### src/rtl/ysyx_24090013_idu.sv
// ysyx_24090013_idu: handshaked decode stage with RAW scoreboard, flush and RUN/HALT control
module ysyx_24090013_idu #(
  parameter int XLEN = 32,
  parameter int SB_W = 2
) (
  input  logic            clock,
  input  logic            reset,
  input  logic            in_valid,
  output logic            in_ready,
  input  logic [31:0]     in_inst,
  input  logic [XLEN-1:0] in_pc,
  output logic [4:0]      rs1_addr,
  output logic [4:0]      rs2_addr,
  input  logic [XLEN-1:0] rs1_data,
  input  logic [XLEN-1:0] rs2_data,
  output logic            out_valid,
  input  logic            out_ready,
  output logic [XLEN-1:0] out_pc,
  output logic [XLEN-1:0] out_src1,
  output logic [XLEN-1:0] out_src2,
  output logic [XLEN-1:0] out_imm,
  output logic [XLEN-1:0] out_store_data,
  output logic [4:0]      out_rd_addr,
  output logic            out_rd_wen,
  output logic [3:0]      out_aluc,
  output logic [7:0]      out_alucex,
  output logic            out_ebreak,
  output logic            out_illegal,
  input  logic            wb_valid,
  input  logic [4:0]      wb_rd_addr,
  input  logic            flush,
  output logic            halted
);
  typedef enum logic {RUN, HALT} state_t;
  state_t state;
  logic [6:0] op;
  logic [2:0] f3;
  logic [4:0] rd;
  logic is_r, is_i, is_j, is_jalr, is_lui, is_auipc, is_sys, is_load, is_store, is_br;
  logic [XLEN-1:0] imm_i, imm_s, imm_b, imm_u, imm_j, imm, src1, src2;
  logic [3:0] aluc;
  logic [7:0] alucex;
  logic use1, use2, rd_wen, ebreak, illegal, hazard, accept;
  logic [SB_W-1:0] cnt [32];
  logic [SB_W-1:0] cnt_nx [32];
  logic [SB_W-1:0] c;
  assign op       = in_inst[6:0];
  assign f3       = in_inst[14:12];
  assign rd       = in_inst[11:7];
  assign rs1_addr = in_inst[19:15];
  assign rs2_addr = in_inst[24:20];
  assign is_r     = op == 7'b0110011;
  assign is_i     = op == 7'b0010011;
  assign is_j     = op == 7'b1101111;
  assign is_jalr  = op == 7'b1100111;
  assign is_lui   = op == 7'b0110111;
  assign is_auipc = op == 7'b0010111;
  assign is_sys   = op == 7'b1110011;
  assign is_load  = op == 7'b0000011;
  assign is_store = op == 7'b0100011;
  assign is_br    = op == 7'b1100011;
  assign imm_i = XLEN'($signed(in_inst[31:20]));
  assign imm_s = XLEN'($signed({in_inst[31:25], in_inst[11:7]}));
  assign imm_b = XLEN'($signed({in_inst[31], in_inst[7], in_inst[30:25], in_inst[11:8], 1'b0}));
  assign imm_u = XLEN'($signed({in_inst[31:12], 12'b0}));
  assign imm_j = XLEN'($signed({in_inst[31], in_inst[19:12], in_inst[20], in_inst[30:21], 1'b0}));
  always_comb begin
    aluc = is_r ? 4'd1 : is_i ? 4'd2 : is_j ? 4'd3 : is_jalr ? 4'd4 : is_lui ? 4'd5 :
           is_auipc ? 4'd6 : is_sys ? 4'd7 : is_load ? 4'd8 : is_store ? 4'd9 : is_br ? 4'd10 : 4'd0;
    use1 = is_r | is_i | is_jalr | is_load | is_store | is_br;
    use2 = is_r | is_store | is_br;
    rd_wen = (is_r | is_i | is_j | is_jalr | is_lui | is_auipc | is_load) & (rd != 5'd0);
    ebreak = in_inst == 32'h0010_0073;
    illegal = (aluc == 4'd0) | (is_sys & !ebreak);
    imm = (is_i | is_jalr | is_load) ? imm_i : is_store ? imm_s : is_br ? imm_b :
          (is_lui | is_auipc) ? imm_u : is_j ? imm_j : '0;
    src1 = use1 ? rs1_data : is_j ? imm_j : (is_lui | is_auipc) ? imm_u : '0;
    src2 = (is_r | is_br) ? rs2_data : (is_i | is_jalr | is_load) ? imm_i : is_store ? imm_s :
           (is_j | is_auipc) ? in_pc : '0;
    alucex = (is_r | is_br) ? {3'b0, in_inst[30], f3} :
             is_i ? {3'b0, (f3 == 3'b101) & in_inst[30], f3} :
             (is_load | is_store) ? {5'b0, f3} : 8'd0;
  end
  assign hazard = (use1 & (cnt[rs1_addr] != '0)) | (use2 & (cnt[rs2_addr] != '0)) |
                  (rd_wen & (&cnt[rd]));
  assign in_ready = (state == RUN) & !flush & !hazard & (!out_valid | out_ready);
  assign accept = in_valid & in_ready;
  assign halted = state == HALT;
  // increment first so a same-cycle retire of a 0 counter cancels it instead of being dropped
  always_comb begin
    c = '0;
    for (int k = 0; k < 32; k++) begin
      c = cnt[k] + SB_W'(accept && rd_wen && rd == 5'(k));
      c = c - SB_W'(wb_valid && wb_rd_addr == 5'(k) && c != '0);
      c = c - SB_W'(flush && out_valid && out_rd_wen && out_rd_addr == 5'(k) && c != '0);
      cnt_nx[k] = (k == 0) ? '0 : c;
    end
  end
  always_ff @(posedge clock or negedge reset) begin
    if (!reset) begin
      state          <= RUN;
      out_valid      <= 1'b0;
      out_pc         <= '0;
      out_src1       <= '0;
      out_src2       <= '0;
      out_imm        <= '0;
      out_store_data <= '0;
      out_rd_addr    <= '0;
      out_rd_wen     <= 1'b0;
      out_aluc       <= '0;
      out_alucex     <= '0;
      out_ebreak     <= 1'b0;
      out_illegal    <= 1'b0;
      cnt            <= '{default: '0};
    end else begin
      cnt       <= cnt_nx;
      out_valid <= flush ? 1'b0 : accept ? 1'b1 : out_ready ? 1'b0 : out_valid;
      if (accept && (ebreak || illegal)) state <= HALT;
      if (accept) begin
        out_pc         <= in_pc;
        out_src1       <= src1;
        out_src2       <= src2;
        out_imm        <= imm;
        out_store_data <= is_store ? rs2_data : '0;
        out_rd_addr    <= rd;
        out_rd_wen     <= rd_wen;
        out_aluc       <= aluc;
        out_alucex     <= alucex;
        out_ebreak     <= ebreak;
        out_illegal    <= illegal;
      end
    end
  end
endmodule
### config.mk
export PLATFORM = sky130hd
export DESIGN_NAME = ysyx_24090013_idu
export DESIGN_NICKNAME = d
export VERILOG_FILES = /design/src/rtl/ysyx_24090013_idu.sv
export SDC_FILE = /design/constraint.sdc
export NUM_CORES = 1
export LEC_CHECK = 0
export ABC_AREA = 1
export CORE_UTILIZATION = 40
export CTS_BUF_LIST = sky130_fd_sc_hd__clkbuf_4 sky130_fd_sc_hd__clkbuf_8
export DETAILED_ROUTE_END_ITERATION = 10
export GPL_TIMING_DRIVEN = 0
export HOLD_SLACK_MARGIN = 0.05
export PLACE_DENSITY = 0.66
export SYNTH_ARGS = -nofsm -noshare
export SYNTH_HDL_FRONTEND = slang
export SYNTH_SLANG_ARGS = --single-unit
### constraint.sdc
create_clock -name clock -period 4.07 [get_ports clock]
set_clock_uncertainty 0.05 [all_clocks]
set_input_delay 0.814 -clock clock [delete_from_list [all_inputs] [get_ports clock]]
set_output_delay 0.814 -clock clock [all_outputs]
set_load 0.005 [all_outputs]
==> out/results.ini <==
[layout]
final_common_cell=nand2_1
areaGrowthSynthToFinish_pct=43.43
regArea_um2=6006
final_cell_mix=nand2_1 (695), clkdlybuf4s50_1 (306), dfrtp_1 (240)
multi_input_comb_area_um2=8287
drive_above_1_share_pct=15.86
final_util_pct=58.84
fin_nets=2670
filler_cell_count=3310

[global_routing]
grt_pass1_vias=15450
antenna_found_initial=3
grt_pass1_wl_mm=93.03
grt-ovfl-total=0
grt_usage_pct=32.49
grt_max_degree=87

[placement]
portBuffers=325
gp_congestion=0.9616
dp_slack_ps=-1839
dp_hpwl_mm=46.16

[yosys]
syn_inst=1983
yosysTopAreaCellShare_pct=40.76
synthFlopType=dfrtp_1
synth-seq-cells=240
avgSynthCellArea_um2=7.430
synth_edf_count=0
synth-seq-area-share_pct=40.76
ys_async_sr_fraction_pct=100.0
ys_warn_count=0
netlist_area_um2=14730
synth_area_leader_cell=dfrtp_1
yosysUniqueCellTypes=40
yosys-top-cells-area=dfrtp_1 (41%), nand2_1 (18%), ha_1 (7.9%), nand3_1 (5.0%), inv_1 (4.2%)

[critical_path]
crit_path_max_incr_delay_ps=380
critPathRequiredTime_ps=4510
critPathKind=in -> reg
cp_top_family=buffers and inverters
worstSetupStartpointType=primary input
cp_common_cell=buf_4
reg2reg_to=cnt[3]$_DFF_PN0_
critical_path_buf_inv_count=21
cp_slowest_cell=dlygate4sd2_1
critPathCaptureType=flip-flop
cp.arrival_ps=4470
crit_fanout=5
r2r_start=cnt[11]$_DFF_PN0_
r2r_cells=24
reg2reg_slack_ps=220

[routing]
viasPerCell=5.372
vias=15770
drt-initial-drc-count=1419
drt_wl_total_mm=61.74
firstDrtPassIters=6
wl_per_cell_um=21.03
drc_errors=0
ant_nets=0

[timing]
max_freq_mhz=248.1
relSlewSlack_pct=40.09
rsz0062_at_grt=true
finalMaxSlewViolations=0
finalSetupViolCount=0
worst_slew_pin_slew_ps=898.6
period_share_pct=99.02
fin_ws_ps=39.95
finalHoldViolations=0
period_needed_ps=4030

[clock_tree]
clock-sinks=240
hold_buffers=0
htreeDepth=2
root_buffer=clkbuf_8
clk_latency_ps=610
cts_buffer_depth=3
numCtsBuffers=45
clk_pin_slew_ps=60
cts_tree=yes

[power_and_ir_drop]
switching_share_pct=25.92
power_leakage_nw=10.71
p_sw_w=0.001471
p_comb_share_pct=9.9
seqPwrFrac_pct=42.6
p_per_area_nw_per_um2=268.5
p_int_w=0.004203
pwr-share-clk_pct=47.5
power_w=0.005673
ir_drop_uv=194.2

[run]
cap_violations=0

[die]
die_area_um2=37600
start_util_pct=41.02
floorplan.core_area_um2=35910
boundaryPins=332
rows=69
die_w_um=193.9
die_h_um=193.9

[status]
outcome=completed

[min_path]
hold_path.class=in -> async

==> cell usage after synthesis, types with 25 or more instances <==
| cell type | number |
|---|---|
| xor2_1 | 31 |
| o21ai_1 | 51 |
| buf_4 | 25 |
| dfrtp_1 | 240 |
| xnor2_1 | 62 |
| ha_1 | 93 |
| clkbuf_1 | 37 |
| nand3_1 | 146 |
| a21oi_1 | 41 |
| o21ai_0 | 75 |
| inv_1 | 166 |
| nand2_1 | 705 |
| nor3_1 | 38 |
| nor2_1 | 166 |
==> layer usage <==
layer	global-route usage (%)	up-vias	share of wire, %
li1	-	7210	-
met1	39.34	7559	38
met2	55.70	799	49
met3	6.175	202	8.7
met4	15.43	2	5.1
met5	0	-	0.018
==> final cells by class <==
class | instances | area share (%)
diodes | 3 | 0.03553
plain buffers | 96 | 2.955
clock buffers | 74 | 4.376
clock inverters | 7 | 0.4974
inverters | 173 | 3.186
multi-input cells | 1478 | 39.21
flip-flops and latches | 240 | 28.42
well taps | 461 | 2.730
repair buffers | 404 | 18.59
==> power groups by stage <==
| stage | registers, W | clock network, W | logic (W) |
|---|---|---|---|
| detailed placement | 0.00246 | 0 | 0.000517 |
| finish | 0.00242 | 0.00270 | 0.000561 |
| floorplan | 0.00246 | 0 | 0.000153 |
| CTS | 0.00242 | 0.00272 | 0.000539 |
| global route | 0.00242 | 0.00284 | 0.000594 |
| global placement | 0.00246 | 0 | 0.000510 |
==> worst register-to-register path: stages (launching register included) <==
cell     delay, ps
dfrtp_1        450
nor2_1         290
nand2_1         90
nand2_1         70
o21ai_1         50
nand3_1         90
nand3_1         90
a21oi_2        220
nand3_4        110
nor2_4         160
buf_6          150
nand2_8         80
buf_6          170
nor2_2          80
ha_2           190
xor2_2         220
nor2_1          70
nor3_1         210
ha_2           230
xnor2_2        130
nand2_1         70
nand4_1         70
inv_1           50
ha_1           180
xnor2_1        120
==> cell families after synthesis <==
family	count (synthesis)	synth area share, %
and+or+nand+nor	1089	30.26
xor gates and xnor gates	93	5.529
other	1	0.02545
buffers and inverters	269	8.178
AOI/OAI and AO/OA	198	7.346
DFF	240	40.76
adders and majority gates	93	7.898
==> repair_timing <==
action,in CTS,in global routing
pin swaps,17,27
buffers inserted,61,14
setup endpoints to repair,63,66
cloned,2,1
gates resized for setup,152,92
==> how the worst max path moves through the flow <==
stage	startpoint	to	slack, ps	depth (start not counted)
2_1_floorplan	in_inst[7]	cnt[31]$_DFF_PN0_	140	21
3_3_place_gp	reset	cnt[42]$_DFF_PN0_	-8590	1
3_5_place_dp	in_inst[20]	cnt[27]$_DFF_PN0_	-1840	25
4_1_cts	in_inst[0]	cnt[17]$_DFF_PN0_	-20	27
5_1_grt	in_inst[7]	cnt[37]$_DFF_PN0_	-90	28
6_report	in_inst[6]	halted$_DFFE_PN0P_	40	28
==> stage by stage <==
step | instances | instance area [um2] | hold slack, ps | TNS, ps
after floorplan | 1986 | 14740 | 415.0 | 0
after global placement | 2772 | 18570 | 405.0 | -2185640
after detailed placement | 2774 | 18630 | 407.5 | -120240
after CTS | 2918 | 20710 | 173.7 | -17.10
after global routing | 2935 | 21130 | 198.2 | -1952
final | 2936 | 21130 | 144.2 | 0
==> sequential cells by signal, indices dropped and copies added, names as in the netlist <==
signal	flops
out_pc	32
halted	1
out_rd_wen	1
out_aluc	4
out_illegal	1
out_alucex	4
out_rd_addr	5
out_src1	32
out_ebreak	1
out_src2	32
out_valid	1
cnt	62
out_store_data	32
out_imm	32
(Power assumes the default switching activity.)
